`src/rtl/led_bank_arbiter.sv`:
```
// led_bank_arbiter
//   Time-sliced round-robin arbiter sharing one 16-LED bank between four
//   pattern engines. An internal clock-enable tick (every 2^TICK_DIV enabled
//   clk cycles) paces the slices; every handover passes through a blank
//   DRAIN gap that lasts until the next tick.
//
// Ports:
//   clk     system clock
//   rst     synchronous reset, active-low
//   en      global run enable; 0 freezes the whole block
//   req     [3:0]  per-engine request level
//   rel     [3:0]  per-engine one-cycle voluntary release pulse
//                  ("release" is a reserved word, hence the short name)
//   pat_in  [63:0] engine i pattern on pat_in[16i+15:16i]
//   gnt     [3:0]  one-hot grant, registered
//   owner   [1:0]  index of current/last owner
//   busy           1 while serving an owner
//   tick           one-clk pulse every 2^TICK_DIV enabled cycles
//   led     [15:0] LED bank drive, registered
module led_bank_arbiter #(
    parameter int unsigned TICK_DIV    = 25,
    parameter int unsigned SLICE_TICKS = 8
) (
    input  logic        clk,
    input  logic        rst,
    input  logic        en,
    input  logic [3:0]  req,
    input  logic [3:0]  rel,
    input  logic [63:0] pat_in,
    output logic [3:0]  gnt,
    output logic [1:0]  owner,
    output logic        busy,
    output logic        tick,
    output logic [15:0] led
);

    typedef enum logic [1:0] {
        IDLE,
        SERVE,
        DRAIN
    } state_t;

    localparam logic [7:0] SLICE_LAST = 8'(SLICE_TICKS - 1);

    state_t              state, state_nx;
    logic [TICK_DIV-1:0] cnt;
    logic [3:0]          gnt_nx;
    logic [1:0]          owner_nx;
    logic [1:0]          ptr, ptr_nx;
    logic [7:0]          slice, slice_nx;
    logic [15:0]         led_nx;

    logic [1:0]          win;
    logic [1:0]          idx;
    logic                any_req;
    logic [3:0]          owner_mask;
    logic                drop;
    logic                expire;
    logic                others;
    logic [15:0]         pat_sel;

    assign tick       = en && (cnt == '1);
    assign busy       = (state == SERVE);
    assign any_req    = |req;
    assign owner_mask = 4'b0001 << owner;
    assign drop       = !req[owner] || rel[owner];
    assign expire     = tick && (slice == SLICE_LAST);
    assign others     = |(req & ~owner_mask);
    assign pat_sel    = pat_in[{owner, 4'b0000} +: 16];

    // Scan from the top offset down so the lowest offset from ptr that is
    // requesting is the last one written, i.e. the round-robin winner.
    always_comb begin
        win = ptr;
        idx = ptr;
        for (int unsigned i = 4; i > 0; i--) begin
            idx = ptr + 2'(i - 1);
            if (req[idx]) begin
                win = idx;
            end
        end
    end

    always_comb begin
        state_nx = state;
        gnt_nx   = gnt;
        owner_nx = owner;
        ptr_nx   = ptr;
        slice_nx = slice;
        led_nx   = led;
        if (en) begin
            case (state)
                IDLE: begin
                    led_nx = '0;
                    gnt_nx = '0;
                    if (any_req) begin
                        state_nx = SERVE;
                        gnt_nx   = 4'b0001 << win;
                        owner_nx = win;
                        ptr_nx   = win + 2'd1;
                        slice_nx = '0;
                    end
                end
                SERVE: begin
                    if (drop || (expire && others)) begin
                        state_nx = DRAIN;
                        gnt_nx   = '0;
                        led_nx   = '0;
                    end else begin
                        led_nx = pat_sel;
                        if (tick) begin
                            slice_nx = expire ? '0 : slice + 8'd1;
                        end
                    end
                end
                DRAIN: begin
                    led_nx = '0;
                    gnt_nx = '0;
                    if (tick) begin
                        if (any_req) begin
                            state_nx = SERVE;
                            gnt_nx   = 4'b0001 << win;
                            owner_nx = win;
                            ptr_nx   = win + 2'd1;
                            slice_nx = '0;
                        end else begin
                            state_nx = IDLE;
                        end
                    end
                end
                default: begin
                    state_nx = IDLE;
                    gnt_nx   = '0;
                    led_nx   = '0;
                end
            endcase
        end
    end

    always_ff @(posedge clk) begin
        if (!rst) begin
            state <= IDLE;
            cnt   <= '0;
            gnt   <= '0;
            owner <= '0;
            ptr   <= '0;
            slice <= '0;
            led   <= '0;
        end else begin
            if (en) begin
                cnt <= cnt + TICK_DIV'(1);
            end
            state <= state_nx;
            gnt   <= gnt_nx;
            owner <= owner_nx;
            ptr   <= ptr_nx;
            slice <= slice_nx;
            led   <= led_nx;
        end
    end

endmodule

```
`config.mk`:
```
export PLATFORM = sky130hd
export DESIGN_NAME = led_bank_arbiter
export DESIGN_NICKNAME = d
export VERILOG_FILES = /design/src/rtl/led_bank_arbiter.sv
export SDC_FILE = /design/constraint.sdc
export NUM_CORES = 1
export LEC_CHECK = 0
export BUFFER_PORTS_ARGS = -buffer_cell sky130_fd_sc_hd__buf_2
export CELL_PAD_IN_SITES_DETAIL_PLACEMENT = 1
export CELL_PAD_IN_SITES_GLOBAL_PLACEMENT = 2
export CORE_UTILIZATION = 31
export CTS_CLUSTER_SIZE = 30
export DETAILED_ROUTE_END_ITERATION = 10
export PLACE_DENSITY_LB_ADDON = 0.1
export SYNTH_ARGS = -nofsm -noshare
export SYNTH_HDL_FRONTEND = slang
export SYNTH_SLANG_ARGS = --single-unit
```
`constraint.sdc`:
```
create_clock -name clk -period 3.07 [get_ports clk]
set_input_delay 0.307 -clock clk [delete_from_list [all_inputs] [get_ports clk]]
set_output_delay 0.307 -clock clk [all_outputs]
set_load 0.03 [all_outputs]
```
==> flow_metrics.tcl <==
set metrics [dict create \
    status "finished clean" \
    clockBufferDepth 2 \
    arrival_ps 2280 \
    cp_max_fo 4 \
    finalPower_uw 1800 \
    syn_inst 326 \
    routed_via_density 4.99 \
    slew_headroom 0.506 \
    holdPathStages 3 \
    placed_cells 545 \
    initial_core_util 0.325 \
    num_vias 2796 \
    yosys_warnings 0 \
    hold_violations 0 \
    worst_r2r_path_depth 7 \
    synth_cell_type_count 53 \
    finalCritPeriodShare 0.843 \
    fmax_mhz 386 \
    die_area_um2 10800 \
    async_flop_share 0 \
    setup.worst_path.class "register to output port" \
    r2r_slack_ps 530 \
    clkLatencyLatePin_ps 340 \
    final-instance-count-excl-fill 560 \
    cts_root_buf "clkbuf_8" \
    hold_class "input pin to register" \
    antenna_found_initial 0 \
    grt_pass1_wl_um 13900 \
    utilization 0.409 \
    cts_setup_buffers 0 \
    die_y_um 104 \
    drtIter0Drc 60 \
    synthFlopType "dfxtp_1" \
    n_antenna_cell 0 \
    tightest_slew_ps 741 \
    required_ps 2760 \
    synth_area_um2 3220 \
    cts_buffers 9 \
    die_w_um 104 \
    routed_wl_um 8310 \
    ios 99 \
    portBuffers 98 \
    antenna_left 0 \
    clk_pin_slew_ps 70 \
    drive_gt1_frac 0.347 \
    wl_per_cell_um 14.8 \
    cts.repair.resized 0 \
    cp-end-kind "output port" \
    syn_area_per_cell_um2 9.89 \
    cts_sinks 59 \
    fin_crit_ps 2590 \
    fin_nets 500 \
    cp-start-kind "register" \
    core.rowCount 36 \
    drt-pass1-iter-count 4 \
    area_growth_pct 25.7 \
    grt_max_degree 50 \
    grt_pass1_vias 2880 \
    grt_overflow_total 0 \
    syn_nets 403 \
    dp_hpwl_um 6130 \
    gp_congestion 0.702 \
    fill_cells 1179 \
    cts_tree "done" \
    ctsHoldBuffers 0 \
    rsz0062_at_grt "no" \
    slew_violations 0 \
    ys_seq_area_frac 0.366 \
    fin_tns_setup_ps 0 \
    core_um2 9910 \
    leakage_uw 0.00164 \
    htree_num_levels 3 \
    ys_ff_latch 59 \
    maxCapViolations 0 \
    synth_edf_count 0 \
    setup_violations 0 \
    peakVddDrop_uv 173 \
    power.density_nw_per_um2 444 \
    route.detailed.drc 0 \
    track_usage 0.159 \
    skew_ps 11.2 \
]
==> placed cells by master (no fill, tap or decap), types with 3 or more instances in the layout <==
cell type / instances
nand4_1: 11
and3_1: 6
mux2i_1: 4
nor2b_1: 34
o21ai_1: 5
dfxtp_1: 59
nor2_1: 14
mux4_2: 17
o211ai_1: 6
nand2_1: 14
inv_1: 9
xor2_1: 10
nand2b_1: 3
and2_1: 25
clkbuf_8: 11
o2bb2ai_1: 3
xnor2_1: 15
nand3_1: 12
and4_1: 3
a21oi_1: 3
a22oi_1: 16
buf_4: 5
buf_2: 98
==> cell type report <==
class	instances	area, um2	share of cell area
multi-input combinational	240	1940	0.478
sequential	59	1180	0.292
timing repair buffer	103	528	0.130
tap	133	166	0.0411
clock buffer	11	151	0.0374
clock inverter	4	50.0	0.0124
inverter	10	37.5	0.00927
==> per-stage QoR <==
stage | cell area, um2 | setup slack (ps) | hold WS, ps
6_report | 4050 | 483 | 422
2_1_floorplan | 3220 | 793 | 434
3_5_place_dp | 3850 | 543 | 465
3_3_place_gp | 3850 | 598 | 459
5_1_grt | 4050 | 356 | 436
4_1_cts | 4050 | 441 | 413
==> metal layers <==
metal,up-vias,wire length (um),GRT usage
li1,1385,-,-
met1,1348,3900,0.195
met2,58,3950,0.274
met3,5,388,0.0470
met4,0,74,0.0367
met5,-,0,0
==> flip-flops by register name, indices dropped and copies added, names as in the netlist <==
name / flops
slice: 8
gnt: 4
cnt: 25
state: 2
ptr: 2
led: 16
owner: 2
==> Yosys cell counts, types with 2 or more instances <==
cell type   n  area (um2)
a211o_1     2        17.5
nand3_1    12        60.1
inv_1       9        33.8
nand2b_1    3        18.8
nand4_1    11        68.8
nor2_1     14        52.6
and4_1      3        26.3
xnor2_1    15         131
and2_1     25         156
a21boi_1    2        15.0
o21ai_1     5        25.0
a32oi_1     2        17.5
o211a_1     2        20.0
and3_1      6        37.5
clkbuf_1   11        41.3
mux2i_1     4        40.0
mux4_2     17         383
a21oi_1     3        15.0
or4_1       2        15.0
buf_1       2        7.51
or3_1       2        12.5
or3_4       2        22.5
nand2_1    14        52.6
dfxtp_1    59        1180
o21ai_0     2        10.0
nor2b_1    34         213
o211ai_1    6        45.0
buf_2       4        20.0
o2bb2ai_1   3        26.3
a22oi_1    16         120
o31ai_2     2        25.0
ha_1        2        25.0
xor2_1     10        87.6
==> cells by family (layout without fill, tap and decap cells) <==
| family | Yosys count | count (layout) | synth area share |
|---|---|---|---|
| flip-flops | 59 | 59 | 0.366 |
| XOR/XNOR | 25 | 25 | 0.0679 |
| adder cells (fa/ha/maj) | 2 | 2 | 0.00776 |
| multiplexers | 21 | 21 | 0.131 |
| AND/OR/NAND/NOR | 136 | 136 | 0.252 |
| AO/OA/AOI/OAI | 56 | 56 | 0.142 |
| buffers and inverters | 27 | 128 | 0.0330 |
==> final timing paths <==
check	start	end
worst max-delay path	cnt[0]	tick
worst min register to register	slice[1]	slice[1]
worst min-delay path	en	cnt[1]
worst max register to register	cnt[0]	slice[0]
==> critical path, cell delays in order, from the launching register on <==
cell and delay, ps:
dfxtp_1 390, ha_1 200, nand4_2 160, or3_4 450, or3_4 440, inv_1 100, buf_2 200
==> power by group <==
group	internal, uW	leakage [uW]	switching, uW	total [uW]
combinational	134	0.00107	135	269
sequential	782	0.000477	19.8	802
clock	413	0.0000974	315	728
Power figures use the tool's default switching activity.
